## config.mk

```make
export PLATFORM = sky130hd
export DESIGN_NAME = log_line_formatter
export DESIGN_NICKNAME = d
export VERILOG_FILES = /design/src/rtl/log_line_formatter.sv
export SDC_FILE = /design/constraint.sdc
export NUM_CORES = 1
export LEC_CHECK = 0
export CAP_MARGIN = 15
export CORE_MARGIN = 4
export CORE_UTILIZATION = 55
export CTS_BUF_LIST = sky130_fd_sc_hd__clkbuf_16
export CTS_CLUSTER_DIAMETER = 200
export CTS_CLUSTER_SIZE = 24
export DETAILED_ROUTE_END_ITERATION = 10
export PLACE_DENSITY = 0.79
export SETUP_SLACK_MARGIN = 0.4
export SLEW_MARGIN = 20
export SYNTH_ARGS = -nofsm -noshare
export SYNTH_HDL_FRONTEND = slang
export SYNTH_SLANG_ARGS = --single-unit
```

## constraint.sdc

```tcl
create_clock -name clk -period 9.2 [get_ports clk]
set_clock_uncertainty 0.2 [all_clocks]
set_input_delay 1.84 -clock clk [delete_from_list [all_inputs] [get_ports clk]]
set_output_delay 1.84 -clock clk [all_outputs]
set_load 0.02 [all_outputs]
```

## src/rtl/log_line_formatter.sv

```systemverilog
// log_line_formatter: streams one log FIFO entry (timestamp + signal bits) to
// the UART transmitter as an ASCII line "TS: 0x<hex>, S: <bits><EOL>", one byte
// per tx_ready/tx_enable handshake, with optional leading-zero suppression.
module log_line_formatter #(
   parameter int TS_WIDTH  = 30,
   parameter int SIG_WIDTH = 2,
   parameter int EOL_CRLF  = 1
) (
   input  logic                          clk,
   input  logic                          rst,
   input  logic                          line_trans_en,
   input  logic [TS_WIDTH+SIG_WIDTH-1:0] read_data,
   input  logic                          zero_suppress,
   input  logic                          tx_ready,
   output logic                          tx_enable,
   output logic [7:0]                    log_output,
   output logic                          line_transmitted
);

   localparam int ND   = (TS_WIDTH + 3) / 4;        // hex digits
   localparam int TSP  = ND * 4;                    // nibble-padded timestamp width
   localparam int DW   = $clog2(ND + 1);            // digit counter width
   localparam int HEX0 = 6;                         // first hex position in full layout
   localparam int MID0 = HEX0 + ND;                 // ", S: "
   localparam int SIG0 = MID0 + 5;                  // signal bits
   localparam int EOL0 = SIG0 + SIG_WIDTH;          // line ending
   localparam int LEN  = EOL0 + ((EOL_CRLF != 0) ? 2 : 1);
   localparam int PW   = $clog2(LEN);               // byte index width

   typedef enum logic [1:0] {ST_IDLE, ST_SKIP, ST_SEND, ST_WAIT} state_t;

   state_t            state_q;
   logic [TSP-1:0]    ts_q;
   logic [SIG_WIDTH-1:0] sig_q;
   logic              zs_q;
   logic [DW-1:0]     ndig_q;
   logic [PW-1:0]     idx_q;
   logic [7:0]        byte_q;
   logic              line_q;

   logic [DW-1:0]     skip_c;
   logic [PW-1:0]     pos_c;
   logic [PW-1:0]     moff_c;
   logic [3:0]        nib_c;
   logic [7:0]        byte_d;
   logic              in_hex_c;
   logic              in_sig_c;
   logic              last_c;

   // Map the sent-byte index onto the full-width layout: after the fixed
   // prefix, skipped digits are added back so later sections sit at fixed
   // positions regardless of how many digits were suppressed.
   always_comb begin
      skip_c   = DW'(ND) - ndig_q;
      pos_c    = (idx_q < PW'(HEX0)) ? idx_q : (idx_q + PW'(skip_c));
      moff_c   = pos_c - PW'(MID0);
      nib_c    = ts_q[TSP-1 -: 4];
      in_hex_c = (pos_c >= PW'(HEX0)) && (pos_c < PW'(MID0));
      in_sig_c = (pos_c >= PW'(SIG0)) && (pos_c < PW'(EOL0));
      last_c   = (pos_c == PW'(LEN - 1));
      byte_d   = 8'd0;
      if (pos_c < PW'(HEX0)) begin
         case (pos_c)
            PW'(0):  byte_d = "T";
            PW'(1):  byte_d = "S";
            PW'(2):  byte_d = ":";
            PW'(3):  byte_d = " ";
            PW'(4):  byte_d = "0";
            PW'(5):  byte_d = "x";
            default: byte_d = 8'd0;
         endcase
      end else if (in_hex_c) begin
         byte_d = (nib_c < 4'd10) ? {4'h3, nib_c} : (8'd55 + {4'h0, nib_c});
      end else if (pos_c < PW'(SIG0)) begin
         case (moff_c)
            PW'(0):  byte_d = ",";
            PW'(1):  byte_d = " ";
            PW'(2):  byte_d = "S";
            PW'(3):  byte_d = ":";
            PW'(4):  byte_d = " ";
            default: byte_d = 8'd0;
         endcase
      end else if (in_sig_c) begin
         byte_d = sig_q[SIG_WIDTH-1] ? "1" : "0";
      end else begin
         byte_d = ((EOL_CRLF != 0) && (pos_c == PW'(EOL0))) ? 8'd13 : 8'd10;
      end
   end

   // Line sequencer: latch entry, skip leading zeros, then one byte per handshake.
   always_ff @(posedge clk or posedge rst) begin
      if (rst) begin
         state_q <= ST_IDLE;
         ts_q    <= '0;
         sig_q   <= '0;
         zs_q    <= 1'b0;
         ndig_q  <= '0;
         idx_q   <= '0;
         byte_q  <= '0;
         line_q  <= 1'b1;
      end else begin
         case (state_q)
            ST_IDLE: begin
               if (line_trans_en) begin
                  ts_q    <= TSP'(read_data[TS_WIDTH+SIG_WIDTH-1:SIG_WIDTH]);
                  sig_q   <= read_data[SIG_WIDTH-1:0];
                  zs_q    <= zero_suppress;
                  ndig_q  <= DW'(ND);
                  idx_q   <= '0;
                  line_q  <= 1'b0;
                  state_q <= ST_SKIP;
               end
            end
            ST_SKIP: begin
               if (zs_q && (ts_q[TSP-1 -: 4] == 4'd0) && (ndig_q > DW'(1))) begin
                  ts_q   <= ts_q << 4;
                  ndig_q <= ndig_q - 1'b1;
               end else begin
                  state_q <= ST_SEND;
               end
            end
            ST_SEND: begin
               if (tx_ready) begin
                  byte_q <= byte_d;
                  if (in_hex_c) ts_q  <= ts_q << 4;
                  if (in_sig_c) sig_q <= sig_q << 1;
                  if (last_c) begin
                     line_q  <= 1'b1;
                     state_q <= ST_IDLE;
                  end else begin
                     idx_q   <= idx_q + 1'b1;
                     state_q <= ST_WAIT;
                  end
               end
            end
            ST_WAIT: begin
               if (!tx_ready) state_q <= ST_SEND;
            end
            default: state_q <= ST_IDLE;
         endcase
      end
   end

   // Strobe and byte appear in the SEND cycle itself; between strobes the
   // output holds the last byte sent.
   always_comb begin
      tx_enable        = (state_q == ST_SEND) && tx_ready;
      log_output       = tx_enable ? byte_d : byte_q;
      line_transmitted = line_q;
   end

endmodule

```

## Word-level counts from Yosys, hierarchy flattened

Index checks and enable logic that the tools add are counted.

- Word-level logic and storage cells: 104
- Output and inout port bits: 10
- Bits in registers: 55

- $add $sub $neg: 6
- Reductions and logical operators: 21
- Multiplexer cells: 37
- Equal/unequal tests: 23
- Order comparisons: 9

Operator list:

| cell | count |
|---|---|
| 2-to-1 mux 32 bit | 4 |
| one-hot mux 32 bit (3 select lines) | 1 |
| one-hot mux 7 bit (6 select lines) | 1 |
| 2-to-1 mux 8 bit | 4 |
| one-hot mux 7 bit (4 select lines) | 1 |
| equality test 5 x 2 -> 1 bit (second input constant) | 4 |
| 2-to-1 mux 5 bit | 4 |
| != test 2 bit (second input constant) | 9 |
| 2-to-1 mux 2 bit | 8 |
| AND reduction 4 bit | 4 |
| equality test 5 x 3 -> 1 bit (second input constant) | 3 |
| equality test 5 x 1 -> 1 bit (second input constant) | 2 |
| equality test 5 bit (second input constant) | 2 |
| logical NOT 5 bit | 2 |
| < comparator 5 x 3 -> 1 bit (second input constant) | 2 |
| < comparator 5 bit (second input constant) | 2 |
| one-hot mux 5 bit (2 select lines) | 1 |
| 2-to-1 mux 4 bit | 2 |
| one-hot mux 2 bit (4 select lines) | 1 |
| one-hot mux 4 bit (2 select lines) | 1 |
| adder 6 x 4 -> 7 bit (first input constant) | 1 |
| 2-to-1 mux 7 bit | 1 |
| 2-to-1 mux 6 bit | 1 |
| adder 5 x 1 -> 5 bit (second input constant) | 1 |
| 24 further kinds | 34 |

## Longest topological paths before layout

- Word-level depth: 11
- Depth in mapped cells: 12
- Gate-level depth less buffers: 10

## Worst setup path after synthesis

No wires, ideal clock.

- Path type: reg2out
- From: register ndig_q[0]
- To: output port log_output[6]
- Data required time: 7.160 ns
- Path slack: 3.965 ns
- Stages on the path, launching flop included: 12
- Arrival: 3.195 ns
- Cells stage by stage: dfrtp_1 -> inv_1 -> ha_1 -> inv_1 -> fa_1 -> nand2b_1 -> a21oi_1 -> mux2i_1 -> buf_2 -> a21boi_0 -> o32a_1 -> o21ai_0

- Longest elaborated chain between the ends: 11
- Elaborated cells between the ends (all ways): 27
- Classes of those cells: 3 x add/sub; 4 x order compare; 9 x eq/ne; 7 x mux; 4 x reduce/logical

RTL lines:

| item | line | source |
|---|---|---|
| from (decl) | 36 | `logic [DW-1:0] ndig_q;` |
| from (signal assigned) | 108 | `ndig_q <= DW'(ND);` |
| from (signal assigned) | 117 | `ndig_q <= ndig_q - 1'b1;` |
| subtractor 4 bit * | 54 | `skip_c = DW'(ND) - ndig_q;` |
| adder 5 x 4 -> 5 bit * | 55 | `pos_c = (idx_q < PW'(HEX0)) ? idx_q : (idx_q + PW'(skip_c));` |
| 2-to-1 mux 5 bit * | 55 |  |
| subtractor 5 x 4 -> 5 bit | 56 | `moff_c = pos_c - PW'(MID0);` |
| equality test 5 x 3 -> 1 bit or equality test 5 x 1 -> 1 bit (tied branches) | 75 | `case (moff_c)` |
| OR reduction 2 bit (no line) | -- |  |
| one-hot mux 7 bit (4 select lines) | 75 |  |
| 2-to-1 mux 8 bit | 74 | `end else if (pos_c < PW'(SIG0)) begin` |
| 2-to-1 mux 8 bit | 72 | `end else if (in_hex_c) begin` |
| 2-to-1 mux 8 bit * | 62 | `if (pos_c < PW'(HEX0)) begin` |
| 2-to-1 mux 8 bit * | 148 | `log_output = tx_enable ? byte_d : byte_q;` |
| to (decl) | 16 | `output logic [7:0] log_output,` |

Mark *: on every way between the ends. The rest lies on a longest branch, timed or not.

## Final worst setup path

- From: register ndig_q[0]
- To: output port log_output[0]

Same word-level chain as after synthesis.

==> metrics <==
antenna-violating nets left 0; Die Height 89.8 um; syn_area_per_cell 10.2 um^2; IO Count 47; worst hold path type reg -> reg; Synth cell types 63; Inserted Clock Buffers 5; Post-CTS Resized 0; leak pwr 1.85 nW; Max Cap Viol 0; critical path startpoint category flop; RD Place Congestion 0.846; clock latency at the later pin of the worst-skew pair 0.29 ns; Post-CTS Hold Fix Bufs 0; cell area power density 344 nW/um^2; H-Tree Depth 2; grt ovf 0; Tcrit/Tclk final 0.656; Period minus WS final 6.03 ns; critical path data arrival time 3.99 ns; Reg-to-Reg Start ndig_q[0]; first drt pass iteration count 5; clk root buf clkbuf_16; port bufs 45; Initial DRC Count 272; CORE AREA 6420 um^2; gr usage total 0.209; area leader, netlist dfrtp_1; cell area after synthesis 3680 um^2; Synth top area share 0.361; Clock Sinks 54; number of synthesis warnings 0; RSZ-0062 raised after global routing no; r2r setup slk 5.52 ns; Filler cells 492; CTS clk-pin slew, worst paths 0.07 ns; Initial Utilization 0.572; Die W 89.8 um; Worst slew margin 0.407; detail-routed net length per standard cell 17.4 um; sequential fraction of the synthesis area 0.368; FMAX 166 MHz; Critical R2R Capture ts_q[16]; Register-to-Register Path Depth 11; slowest library cell on the worst path xor2_1; most used cell, CP ha_1; largest net degree at the start of global routing 55; hpwl dp 5.78 mm; CP peak stage delay 0.61 ns; row count 29; Fin Setup TNS 0 ns; Hold Path Stages 1; Die ar. 8060 um^2; CP Capture Type output pin; worst slew pin tran 0.882 ns; diode count 0; final WL 8.32 mm; share of cells above drive strength 1 0.197; Setup Viol. Count Final 0; FF+latch count, synth 54; asr flop ratio synth 1.00; IR drop worst, VDD 0.220 mV; first-pass GRT wire length 14.1 mm; Vias/cell 6.17; number of enable flip-flop cells after synthesis 0; Hold Path Sink ts_q[24]; max-slew violation total from the final report 0; hold path startpoint ts_q[24]; DRC 0; main flop type after synthesis dfrtp_1; setup repair bufs after CTS 0; vias in the first global route 2982; worst-path fanout max 8; crit path cell chain inv_1, ha_1, xnor2_1, ha_1, a21oi_1, nand2_1, xor2_1, nor3b_1, a211o_1, a221o_1, clkdlybuf4s50_1; via count 2949; initial antenna violation count 0; largest buffer count on any clock path 2; Mapped Cells 362; CP Class reg -> out; Area Growth Syn to Fin 16.5%; total power 1.47 mW; Hold Fails Final Rpt 0; Synth area leaders dfrtp_1 (36%), mux2_2 (17%), ha_1 (5.1%), a21oi_1 (3.3%), mux2i_1 (3.0%); Mapped Nets 415; required time worst endpoint 7.16 ns; CTS tree built; Final #Nets 454; run status complete, no violations
-- sequential cells by signal, indices dropped and copies added, names as in the netlist --
signal,count
sig_q,2
ndig_q,4
state_q,2
line_transmitted,1
zs_q,1
ts_q,32
byte_q,7
idx_q,5
-- report_power, final --
group          internal, mW  total (mW)  switching (mW)
Clock                 0.102       0.194          0.0921
Combinational         0.432       0.872           0.440
Sequential            0.344       0.407          0.0634
Total                 0.878        1.47           0.595
-- cell usage after synthesis, types with 2 or more instances --
cell type and n:
nand2_1 17, nand2b_1 4, nor2b_1 8, o21ai_0 19, a32o_1 2, a2111oi_0 2, a21o_1 3, xnor2_1 4
ha_1 15, nand3_1 11, a22o_1 2, mux2i_1 11, a21oi_1 24, o31ai_1 2, a211o_1 3, xor2_1 3
mux2_1 2, o21ai_2 4, and3_1 3, buf_6 4, nor2_1 23, clkbuf_1 7, a22oi_1 3, o21a_1 4
dfrtp_1 53, nor3_1 8, o211ai_1 2, inv_1 15, nand4_1 3, o22ai_1 3, mux2_2 54, buf_4 4
a211oi_1 3, buf_2 2, a31oi_1 7
-- cell usage in the layout (no fill, tap or decap), types with 2 or more instances in the layout --
master / instances
o21ai_0: 19
a31oi_1: 7
nor3_1: 8
xor2_1: 3
mux2_2: 54
a22oi_1: 3
a211o_1: 3
dfrtp_1: 53
nor2_1: 23
nand2b_1: 4
inv_1: 14
o21a_1: 4
clkdlybuf4s50_1: 45
nand4_1: 3
nand3_1: 11
inv_6: 2
a211oi_1: 3
a21oi_1: 24
o22ai_1: 3
buf_4: 4
o31ai_1: 2
a2111oi_0: 2
o211ai_1: 2
o21ai_2: 4
nand2_1: 17
mux2i_1: 11
and3_1: 3
clkbuf_16: 5
xnor2_1: 4
a32o_1: 2
a21o_1: 3
ha_1: 15
mux2_1: 2
a22o_1: 2
nor2b_1: 8
-- worst max-delay path: cells and delay by family (launching register included) --
kind | cells | cell delay (ns)
AO/OA/AOI/OAI | 3 | 0.94
flip-flops | 1 | 0.46
buffers and inverters | 2 | 0.63
adder cells (fa/ha/maj) | 2 | 0.57
AND/OR/NAND/NOR | 2 | 0.25
XOR/XNOR | 2 | 0.84
-- per-layer routing --
layer  track usage  wire length (um)
met2         0.355              4090
met3        0.0417               480
met5             0                 0
met4        0.0702               152
met1         0.268              3590
-- stage by stage --
step	worst slack [ns]	util	instances	cell area, um^2	hold slack, ns
after global routing	2.89	0.667	478	4280	0.308
after CTS	3.15	0.667	478	4280	0.300
after floorplan	3.97	-	362	3680	0.261
final	3.17	0.667	478	4280	0.296
after global placement	3.46	0.645	471	4140	0.277
after detailed placement	3.33	0.645	471	4140	0.283
-- cells by family after synthesis --
family,synth area share
AND/OR/NAND/NOR,0.115
multiplexers,0.208
flip-flops,0.368
XOR/XNOR,0.0272
AO/OA/AOI/OAI,0.175
adder cells (fa/ha/maj),0.0592
other,0.00102
buffers and inverters,0.0466
-- cell type report --
cell class,instances,area (um^2),area share
Sequential cell,54,1350,0.316
Tap cell,77,96.3,0.0225
Clock inverter,2,17.5,0.00409
Timing Repair Buffer,49,480,0.112
Clock buffer,5,125,0.0292
Multi-Input combinational cell,275,2150,0.502
Inverter,16,60.1,0.0140
-- how the worst max path moves through the flow --
stage                    from       endpoint  slack, ns  depth (start not counted)
floorplan           ndig_q[0]  log_output[6]       3.97                         11
global placement     tx_ready  log_output[5]       3.46                          5
detailed placement   tx_ready  log_output[5]       3.33                          5
CTS                 ndig_q[0]  log_output[0]       3.15                         11
global route        ndig_q[0]  log_output[0]       2.89                         11
finish              ndig_q[0]  log_output[0]       3.17                         11
Power figures use the tool's default switching activity.
